--- config.mk ---
export PLATFORM = sky130hd
export DESIGN_NAME = phy_tx_partoserial
export DESIGN_NICKNAME = d
export VERILOG_FILES = /design/src/rtl/phy_tx_partoserial.sv
export SDC_FILE = /design/constraint.sdc
export NUM_CORES = 1
export LEC_CHECK = 0
export ABC_AREA = 1
export CORE_MARGIN = 10
export CORE_UTILIZATION = 53
export CTS_CLUSTER_DIAMETER = 80
export DETAILED_ROUTE_END_ITERATION = 6
export PLACE_DENSITY_LB_ADDON = 0.05
export SLEW_MARGIN = 25
export SYNTH_ARGS = -nofsm -noshare
export SYNTH_HDL_FRONTEND = slang
export SYNTH_SLANG_ARGS = --single-unit
--- constraint.sdc ---
create_clock -name clk_8f -period 1.55 [get_ports clk_8f]
set_input_delay 0.2325 -clock clk_8f [delete_from_list [all_inputs] [get_ports clk_8f]]
set_output_delay 0.2325 -clock clk_8f [all_outputs]
set_load 0.005 [all_outputs]
--- src/rtl/phy_tx_partoserial.sv ---
// phy_tx_partoserial: transmit-side parallel-to-serial converter.
// After reset it sends SYNC_COUNT COM symbols so the receiver can lock.
// It then sends one symbol every 8 clk_8f cycles, MSB first.
// Each symbol is the held data word, or IDL when no word is waiting.
module phy_tx_partoserial #(
    parameter int unsigned SYNC_COUNT = 4,
    parameter logic [7:0]  COM        = 8'hBC,
    parameter logic [7:0]  IDL        = 8'h7C
) (
    input  logic       clk_8f,
    input  logic       reset_L,
    input  logic [7:0] data_in,
    input  logic       valid_in,
    output logic       ready_out,
    output logic       data_out,
    output logic       symbol_start,
    output logic       active
);

    localparam logic [7:0] SYNC_LIMIT = 8'(SYNC_COUNT);

    logic [7:0] shift_q,     shift_d;
    logic [2:0] bit_cnt_q,   bit_cnt_d;
    logic [7:0] sync_cnt_q,  sync_cnt_d;
    logic [7:0] hold_q,      hold_d;
    logic       hold_full_q, hold_full_d;
    logic       active_q,    active_d;

    logic       boundary;
    logic       in_sync;
    logic       capture;

    // The bit counter starts at 7 after reset, so the first edge is a symbol boundary.
    assign boundary = (bit_cnt_q == 3'd7);
    assign in_sync  = (sync_cnt_q < SYNC_LIMIT);
    // Capture needs an empty holding register, so it never coincides with an unload.
    assign capture  = valid_in && !hold_full_q;

    // Next-state logic: the symbol loader at boundaries and the MSB-first shifter between them.
    always_comb begin
        shift_d     = shift_q;
        bit_cnt_d   = bit_cnt_q;
        sync_cnt_d  = sync_cnt_q;
        hold_d      = hold_q;
        hold_full_d = hold_full_q;
        active_d    = active_q;

        if (capture) begin
            hold_d      = data_in;
            hold_full_d = 1'b1;
        end

        if (boundary) begin
            bit_cnt_d = 3'd0;
            if (in_sync) begin
                // A word captured during sync waits in hold until the burst is done.
                shift_d    = COM;
                sync_cnt_d = sync_cnt_q + 8'd1;
            end else if (hold_full_q) begin
                shift_d     = hold_q;
                hold_full_d = 1'b0;
                active_d    = 1'b1;
            end else begin
                shift_d  = IDL;
                active_d = 1'b1;
            end
        end else begin
            shift_d   = {shift_q[6:0], 1'b0};
            bit_cnt_d = bit_cnt_q + 3'd1;
        end
    end

    // State registers; an asynchronous reset drops any partial symbol and any held word.
    always_ff @(posedge clk_8f or negedge reset_L) begin
        if (!reset_L) begin
            shift_q     <= 8'h00;
            bit_cnt_q   <= 3'd7;
            sync_cnt_q  <= 8'h00;
            hold_q      <= 8'h00;
            hold_full_q <= 1'b0;
            active_q    <= 1'b0;
        end else begin
            shift_q     <= shift_d;
            bit_cnt_q   <= bit_cnt_d;
            sync_cnt_q  <= sync_cnt_d;
            hold_q      <= hold_d;
            hold_full_q <= hold_full_d;
            active_q    <= active_d;
        end
    end

    assign data_out     = shift_q[7];
    assign symbol_start = (bit_cnt_q == 3'd0);
    assign ready_out    = !hold_full_q;
    assign active       = active_q;

endmodule

; ---- Word level (Yosys, flattened, before mapping)
; Cells that the tools add are included.
; W data, S select, Z words.
[word_totals]
reg_bits = 29
latchBits = 0
mem_bits_rw = 0
romBits = 0
in_bits = 11
output_inout_bits = 4
mem_count = 0
[classes]
add_sub_neg = 2
multipliers = 0
div_mod_pow = 0
order_cmp = 1
eq_ne = 1
shifts = 0
muxes = 8
n_bitwise = 1
reduce_logical = 5
[ops]
columns = op, n
row1 = $mux W8, 3
row2 = $add A8 B1 Y8 const B, 1
row3 = $lt A8 B3 Y1 const B, 1
row4 = $mux W1, 4
row5 = $reduce_and A2 Y1, 2
row6 = $add A3 B1 Y3 const B, 1
row7 = $eq A3 B3 Y1 const B, 1
row8 = $logic_not A3 Y1, 1
row9 = $mux W3, 1
row10 = $logic_and A1 B1 Y1, 1
row11 = $logic_not A1 Y1, 1
row12 = $not A1 Y1, 1

; ---- Depth between registers and ports, before layout
; Gate-level depths: netlist (run 1).
[logic_depth]
word_depth = 6
depth_mapped = 6

; ---- Worst setup path before layout (run 1)
; Ideal clock, no wire load.
[synth_path]
path_type = flip-flop to flip-flop
from = register bit_cnt_q[0]
to = register sync_cnt_q[2]
setup_time_ns = 0.065
arrival_time_ns = 1.201
required_time_ns = 1.485
setup_slack_ns = 0.284
path_stages_with_launch = 6
path_buffers = 1
path_cell_list = dfstp_2 ha_1 ha_1 buf_2 nand3_1 nand2_1
[synth_via]
elab_chain_len = 2
[synth_rtl]
columns = element, line_no
row1 = "start, declared", 23  ; logic [2:0] bit_cnt_q, bit_cnt_d;
row2 = "start signal, assigned", 84  ; bit_cnt_q <= bit_cnt_d;
row3 = $eq A3 B3 Y1, 34  ; assign boundary = (bit_cnt_q == 3'd7);
row4 = $reduce_and A2 Y1 (no line), -
row5 = "end signal, assigned", 85  ; sync_cnt_q <= sync_cnt_d;
row6 = "end, declared", 24  ; logic [7:0] sync_cnt_q, sync_cnt_d;
; No other way between the ends.
; A chain may end at the register's enable or synchronous reset.

; ---- Final worst setup path (run 1)
[layout_path]
from = register bit_cnt_q[1]
to = output port symbol_start
[layout_via]
elab_chain_len = 1
[layout_rtl]
columns = element, line_no
row1 = $logic_not A3 Y1, 93  ; assign symbol_start = (bit_cnt_q == 3'd0);
row2 = "end, declared", 16  ; output logic symbol_start,
; No other way between the ends.

==> summary by stage, run 1 <==
Outcome
The run finished with clean final reports.

Routing
In this run the remaining antenna-violating nets after routing total 0. The iteration-0 DRC count of the detailed router is 43. The DRC violation count after routing is 0. The total via count after detailed routing is roughly 860. The final layout contains routed wiring with a total length of a little under 2 mm.

The first detailed-routing pass ran for 4 iterations. The mean number of vias per cell is around 4.8. In the final routed layout, each cell accounts on average for between 10 and 15 um.

Timing
Setup violations remaining at the end of the flow were counted as 0. The sum of negative setup slack is 0 ps. The time the final worst path needs with I/O delays and setup is 1461 ps. The worst relative slew slack is between 70% and 80%.

The transition at the pin with the smallest max-transition slack is 346.9 ps. For the final database, setup skew stands at 8.750 ps. The post-route worst setup slack is about 89 ps. The number of slew-limit violations in the final report is 0. The ratio of final minimum period to clock period is a little over nine tenths. For this run, the top clock speed supported by timing is just under 700 MHz. The final-report hold violation count is 0. Setup repair after global routing left no endpoint under its margin.

Worst setup path
The critical path in this run is classified as flip-flop to primary output. The largest single stage delay on the critical path is between 500 and 600 ps. The slowest stage of the critical path is the dfstp_2 cell. For the worst flop-to-flop path, the logic depth is 7. The worst setup path is launched from a flip-flop. The type of element capturing the critical path is a primary output. For the worst setup path, the data required time is between 1000 and 1500 ps. The cell type with the highest occurrence count on the critical path is inv_2. The critical path goes through inv_2, ha_4, inv_2, nor2_1, buf_2. At the worst endpoint, the arrival time is 1230 ps. Of all nets on the critical path, the largest fanout is 2.

Place
The count of port buffers added during placement is 14. The half-perimeter wire length of the detailed placement result is 1.417 mm. The setup slack after placement is 48.99 ps. Routability-driven placement finished with a final weighted congestion of 0.7117.

Power
In this run the power density over the cells is ~1000 nW/um^2. The worst-case IR drop observed on VDD is 0.0006978 V. Summed over all cells, the static leakage comes to ~0.78 nW.

Clock tree
The number of buffers created by CTS is 5. The master cell of the clock root buffer is clkbuf_4. The number of buffers inserted by hold repair at cts is 0. Clock-pin slew was measured on the worst setup and hold paths at 90 ps. In this run the deepest clock path goes through 2 buffers. The H-tree level count is 2.

TritonCTS built the clock tree. The number of sinks driven by the clock tree is 29. For the worst-skew pair, the clock arrives at the later sink with an insertion delay of 320 ps.

Global route
The number of antenna violations at the first check in global routing came to 0. For this run, the total global-route usage over all layers was measured as roughly a tenth. The largest net degree at the start of global routing is 30. The number of global-route vias before repair was approximately 880.

The total grt overflow is 0. The first global-routing pass estimated between 3 and 4 mm of wire.

Synthesis
Synthesis inferred 29 register bits. The count of synthesis-stage warnings from yosys is 0. The synthesized netlist contains 20 unique library cells. Synthesis produced 132 cells. The share of synthesized area occupied by flip-flops and latches is between 50% and 60%. The number of nets in the synthesized netlist is approximately 150.

The average size of a mapped cell is ~9 um^2. The netlist area before placement is roughly 1200 um^2.

Floorplan
The die is around 68 um tall. The number of I/O pins is 15. The starting utilization of the core area is 55.51%. The core area is between 2000 and 2500 um^2. In this run the horizontal extent of the chip is 67.90 um. In this run the core area contains 17 standard-cell rows. The die area is around 4600 um^2.

Final layout
In the layout the commonest cells are 47 x nand2_1, 26 x dfrtp_1, 12 x nand3_1, 12 x clkdlybuf4s50_1, 7 x nor2_1. Of the cells placed in the final design, the portion with a size suffix greater than 1 is between 20% and 30%. The filler cells instantiated in the layout total 181. In the final layout, flip-flops and latches occupy around 730 um^2. The total inserted antenna cells is 0. The area growth from synthesis to layout is 23.05%. After the last flow step, the layout net total stands at around 170.

In the final layout, the multi-input gates occupy about 430 um^2. The library cell used most frequently in the layout, excluding fill and tap cells, is nand2_1.

Min path
The classification of the worst-slack hold path is input pin to asynchronous set/reset pin.

Flow run
The number of max-cap violations is 0.
## metrics by stage
| step | hold WS (ps) | instance area [um^2] | util [%] | cells | power [mW] |
|---|---|---|---|---|---|
| floorplan | -63.09 | 1216 | - | 132 | 0.9055 |
| global placement | 384.7 | 1389 | 63.39 | 171 | 0.9685 |
| detailed placement | 387.8 | 1389 | 63.39 | 171 | 0.9718 |
| CTS | 288.1 | 1468 | 66.99 | 181 | 1.482 |
| global route | 312.9 | 1496 | 68.30 | 181 | 1.554 |
| finish | 285.3 | 1496 | 68.30 | 181 | 1.465 |
## power breakdown
| part | total (mW) | leakage [nW] | internal, mW | switching, mW |
|---|---|---|---|---|
| Clock | 0.509 | 0.0413 | 0.262 | 0.246 |
| Sequential | 0.826 | 0.354 | 0.806 | 0.0201 |
| Combinational | 0.130 | 0.381 | 0.0655 | 0.0646 |
| Total | 1.46 | 0.777 | 1.13 | 0.331 |
## sequential cells by signal (all words and copies together), names as in the netlist
| register | flops |
|---|---|
| sync_cnt_q | 8 |
| hold_full_q | 1 |
| shift_q | 8 |
| bit_cnt_q | 3 |
| active | 1 |
| hold_q | 8 |
## area by class of cell
cell class / instances / share of cell area (%)
repair buffers: 21 / 12.71
multi-input cells: 84 / 28.76
flip-flops and latches: 29 / 48.75
well taps: 28 / 2.341
clock inverters: 1 / 0.3344
clock buffers: 7 / 4.348
inverters: 11 / 2.759
## synthesized netlist by cell type, drive strengths merged
master,number,area share (%)
dfstp,3,6.5
nand4,1,0.51
ha,4,4.1
clkbuf,5,1.5
nand3,13,5.8
nand3b,1,0.62
nor2,13,5.2
buf,3,1.7
inv,11,3.4
nand2,48,15
o21bai,1,0.62
dfrtp,26,53
or2,2,1.0
a21oi,1,0.41
## timing repair
action                     4_1_cts  5_1_grt
resized for setup                5        8
setup endpoints to repair        2       11
setup buffers                    2        0
## worst max-delay path: cells and delay by family, from the launching register on
family        cells  cell delay, ps
simple gates      1              20
fa+ha+maj         1             140
buf+inv           3             190
flops             1             550
## per-layer routing
layer / up-vias / track usage, % / wire length, um
met5: - / 0 / 0
met3: 5 / 5.546 / 133
met1: 394 / 10.93 / 966
met2: 23 / 15.85 / 820
met4: 0 / 5.276 / 39
li1: 442 / - / -
## worst paths after layout
check                      slack [ps]            end          start
max in group asynchronous         960   bit_cnt_q[0]        reset_L
min                               290  sync_cnt_q[0]        reset_L
min reg2reg                       400  sync_cnt_q[7]  sync_cnt_q[7]
min in group clk_8f               400  sync_cnt_q[7]  sync_cnt_q[7]
max reg2reg                       120    hold_full_q   bit_cnt_q[0]
max                                90   symbol_start   bit_cnt_q[1]
## logic make-up after synthesis
kind of cell             after synthesis  synth area share [%]
buffers and inverters                 19                 6.687
adder cells (fa/ha/maj)                4                 4.115
flip-flops                            29                 59.98
AND/OR/NAND/NOR                       78                 28.19
AO/OA/AOI/OAI                          2                 1.029
No activity file was read; power rests on OpenSTA's default activity.
==> run 2, diff against run 1 <==
- CTS_CLUSTER_SIZE: default -> 40
==> results of run 2 <==
The final DEF is identical to that of run 1; final timing and power are the same.
==> run 3, diff against run 2 <==
- clock period: 1.55 -> 1.6 ns (I/O delays scaled with it)
==> run 3 against run 2 <==
  * Routed wire length up 3.4%
  * Sequential power down 3.0%
  * Worst hold slack about the same
  * Cell count unchanged
  * Global-route usage up 0.31 points
  * Flip-flop and latch count unchanged
  * Cell area down 1.5%
  * Via count up 0.12%
  * Critical endpoint is now sync_cnt_q[0]
  * Largest cell class unchanged
  * Largest power group unchanged
==> summary by stage, run 3 (same netlist as run 1, synthesis figures left out) <==
Final layout
With fillers left out, the area of the finished cells amounts to 1474 um^2. The final core area utilization is around two thirds. Leaving out filler cells and counting taps, the final layout contains 181. The number of nets at the end of the flow is roughly 170. Relative to the synthesized area, the layout overhead comes to 21.19%. The proportion of layout cells with a drive suffix above 1 is between 20 and 25%.

The total inserted antenna cells is 0. The largest registers in the layout are hold_q: 8 flops, shift_q: 8 flops, sync_cnt_q: 8 flops. The most common library cell in the layout ignoring fill and taps is nand2_1. In the layout the commonest cells are 47 x nand2_1, 26 x dfrtp_1, 12 x nand3_1, 12 x clkdlybuf4s50_1, 9 x inv_1.

Global route
The first global-routing pass estimated approximately 3.6 mm of wire. The largest net degree at the start of global routing is 30. The number of antenna violations at the first check in global routing is 0. Across every metal layer, demand over resource in global routing totals between 10% and 20%. The number of global-route vias before repair is 910. After global routing the overflow that remains totals 0.

Clock tree
The master cell of the clock root buffer is clkbuf_4. The maximum number of buffers from clock root to sink is 2. The clock reaches the later pin of the worst-skew pair after ~320 ps. The number of sinks driven by the clock tree is 29. The post-CTS clock slew at the launch and capture registers of the worst setup and hold paths is roughly 90 ps. CTS built an H-tree with a depth of 2. The TritonCTS clock tree is yes. The number of buffers created by CTS is 5.

Routing
The remaining number of nets flagged by the antenna check after routing is 0. After detailed routing, the number of vias per cell comes to between 4 and 5. The DRC violation count after routing is 0. In the final routed layout, each cell accounts on average for 11.20 um. The first detailed-routing pass took 4 iterations. The total via count after detailed routing is just under 900. In this run, the number of DRC markers left after iteration 0 of detailed routing was 35. The post-detailed-routing wire length is 2.027 mm.

Worst setup path
The top fanout value on the critical path is 5. The worst setup path is of the flip-flop to flip-flop kind. The maximum single-stage delay on the critical path is approximately 530 ps.

The required time reported for the critical path endpoint is 1820 ps. The critical path's slowest cell is dfstp_2. For the worst setup path, the data arrival time is approximately 1700 ps.

The type of element capturing the critical path is a flip-flop. The type of element launching the critical path is a flip-flop. Traced cell by cell, the critical path runs through buf_4, ha_1, ha_2, buf_4, nand4_1, nand2_1, nand2_1.

Place
The setup slack after placement is roughly 88 ps. At the end of routability-driven placement, the weighted congestion stood at 0.7125. The half-perimeter wire length of the detailed placement result is 1.486 mm.

In this run, placement finished with an instance count of 171. The area of placed instances is between 1000 and 1500 um^2. During placement, the flow inserted port buffers numbering 14.

Floorplan
The die covers around 4600 um^2. The floorplan step set the die height to between 60 and 70 um. Once the floorplan was initialized, standard cells occupied between 50 and 60% of the core.

The total area inside the core boundary comes to about 2200 um^2. The number of placement rows is 17. Pin placement for this block handled 15 I/O pins.

The horizontal die dimension is 67.90 um.

Min path
The path class of the tightest hold or removal check is input pin to asynchronous set/reset pin.

Timing
In this run the tightest slew margin relative to its limit is approximately three quarters. The post-route worst setup slack is between 100 and 150 ps. The sum of negative setup slack is 0 ps. Setup repair after global routing left no endpoint under its margin.

Static timing analysis puts the maximum clock frequency at around 670 MHz. Final hold analysis gives a worst-case slack of around 280 ps. The ratio of final minimum period to clock period is roughly 94%.

The final count of negative-setup-slack endpoints is 0. The transition at the pin with the smallest max-transition slack is 357.3 ps. The number of slew-limit violations in the final report is 0. The final-report hold violation count was 0. For the final database, setup skew stands at ~11 ps. For the finished layout, the period the worst path requires is between 1000 and 1500 ps.

Flow run
The number of max-cap violations is 0.

Power
The leakage power is between 0.7 and 0.8 nW. The total power draw is around 1.4 mW. The cell area power density is between 900 and 1000 nW/um^2. The worst vdd rail ir drop is approximately 0.00066 V.

Outcome
The run finished with clean final reports.
==> run 3: cell types whose count changed in the layout (fill, tap and decap cells not counted), sizes merged <==
cell	change
buf	-1
dlygate4sd2	-1
dlymetal6s2s	+1
clkbuf	+1
==> run 3: path summary, 6_finish.rpt <==
path,start,end,slack [ps],depth (start not counted)
max,bit_cnt_q[0],sync_cnt_q[0],100,7
max in group asynchronous,reset_L,bit_cnt_q[0],990,2
min,reset_L,sync_cnt_q[4],280,2
min reg2reg,sync_cnt_q[6],sync_cnt_q[6],400,0
max reg2reg,bit_cnt_q[0],sync_cnt_q[0],100,7
min in group clk_8f,sync_cnt_q[6],sync_cnt_q[6],400,0
==> run 3: what timing repair did <==
| action | 4_1_cts | 5_1_grt |
|---|---|---|
| resized for setup | 2 | 3 |
| hold buffers | 0 | 0 |
| setup endpoints to repair | 2 | 5 |
| buffers inserted | 2 | 0 |
==> run 3: routing by layer <==
layer  vias up  GRT usage [%]  share of wire, %
li1        444              -                 -
met1       396          10.67                44
met2        20          17.02                47
met3         5          5.383               7.0
met4         0          6.030               2.3
met5         -              0                 0
==> run 3: power breakdown <==
group	total (mW)	switching [mW]	leakage, nW	internal (mW)
logic	0.129	0.0631	0.387	0.0657
clock network	0.495	0.241	0.0413	0.254
registers	0.801	0.0198	0.354	0.781
total	1.42	0.324	0.783	1.10
==> run 3: critical path, delay by kind of cell, from the launching register on <==
family,cells,cell delay (ps)
DFF,1,530
adders and majority gates,2,360
and+or+nand+nor,3,260
buffers and inverters,2,240
==> run 3: area by class of cell <==
class | instances | area (um^2)
clock buffers | 7 | 65.06
clock inverters | 1 | 5.005
fillers | 189 | 716.9
inverters | 11 | 41.29
multi-input cells | 84 | 407.9
flip-flops and latches | 29 | 729.5
well taps | 28 | 35.03
repair buffers | 21 | 190.2
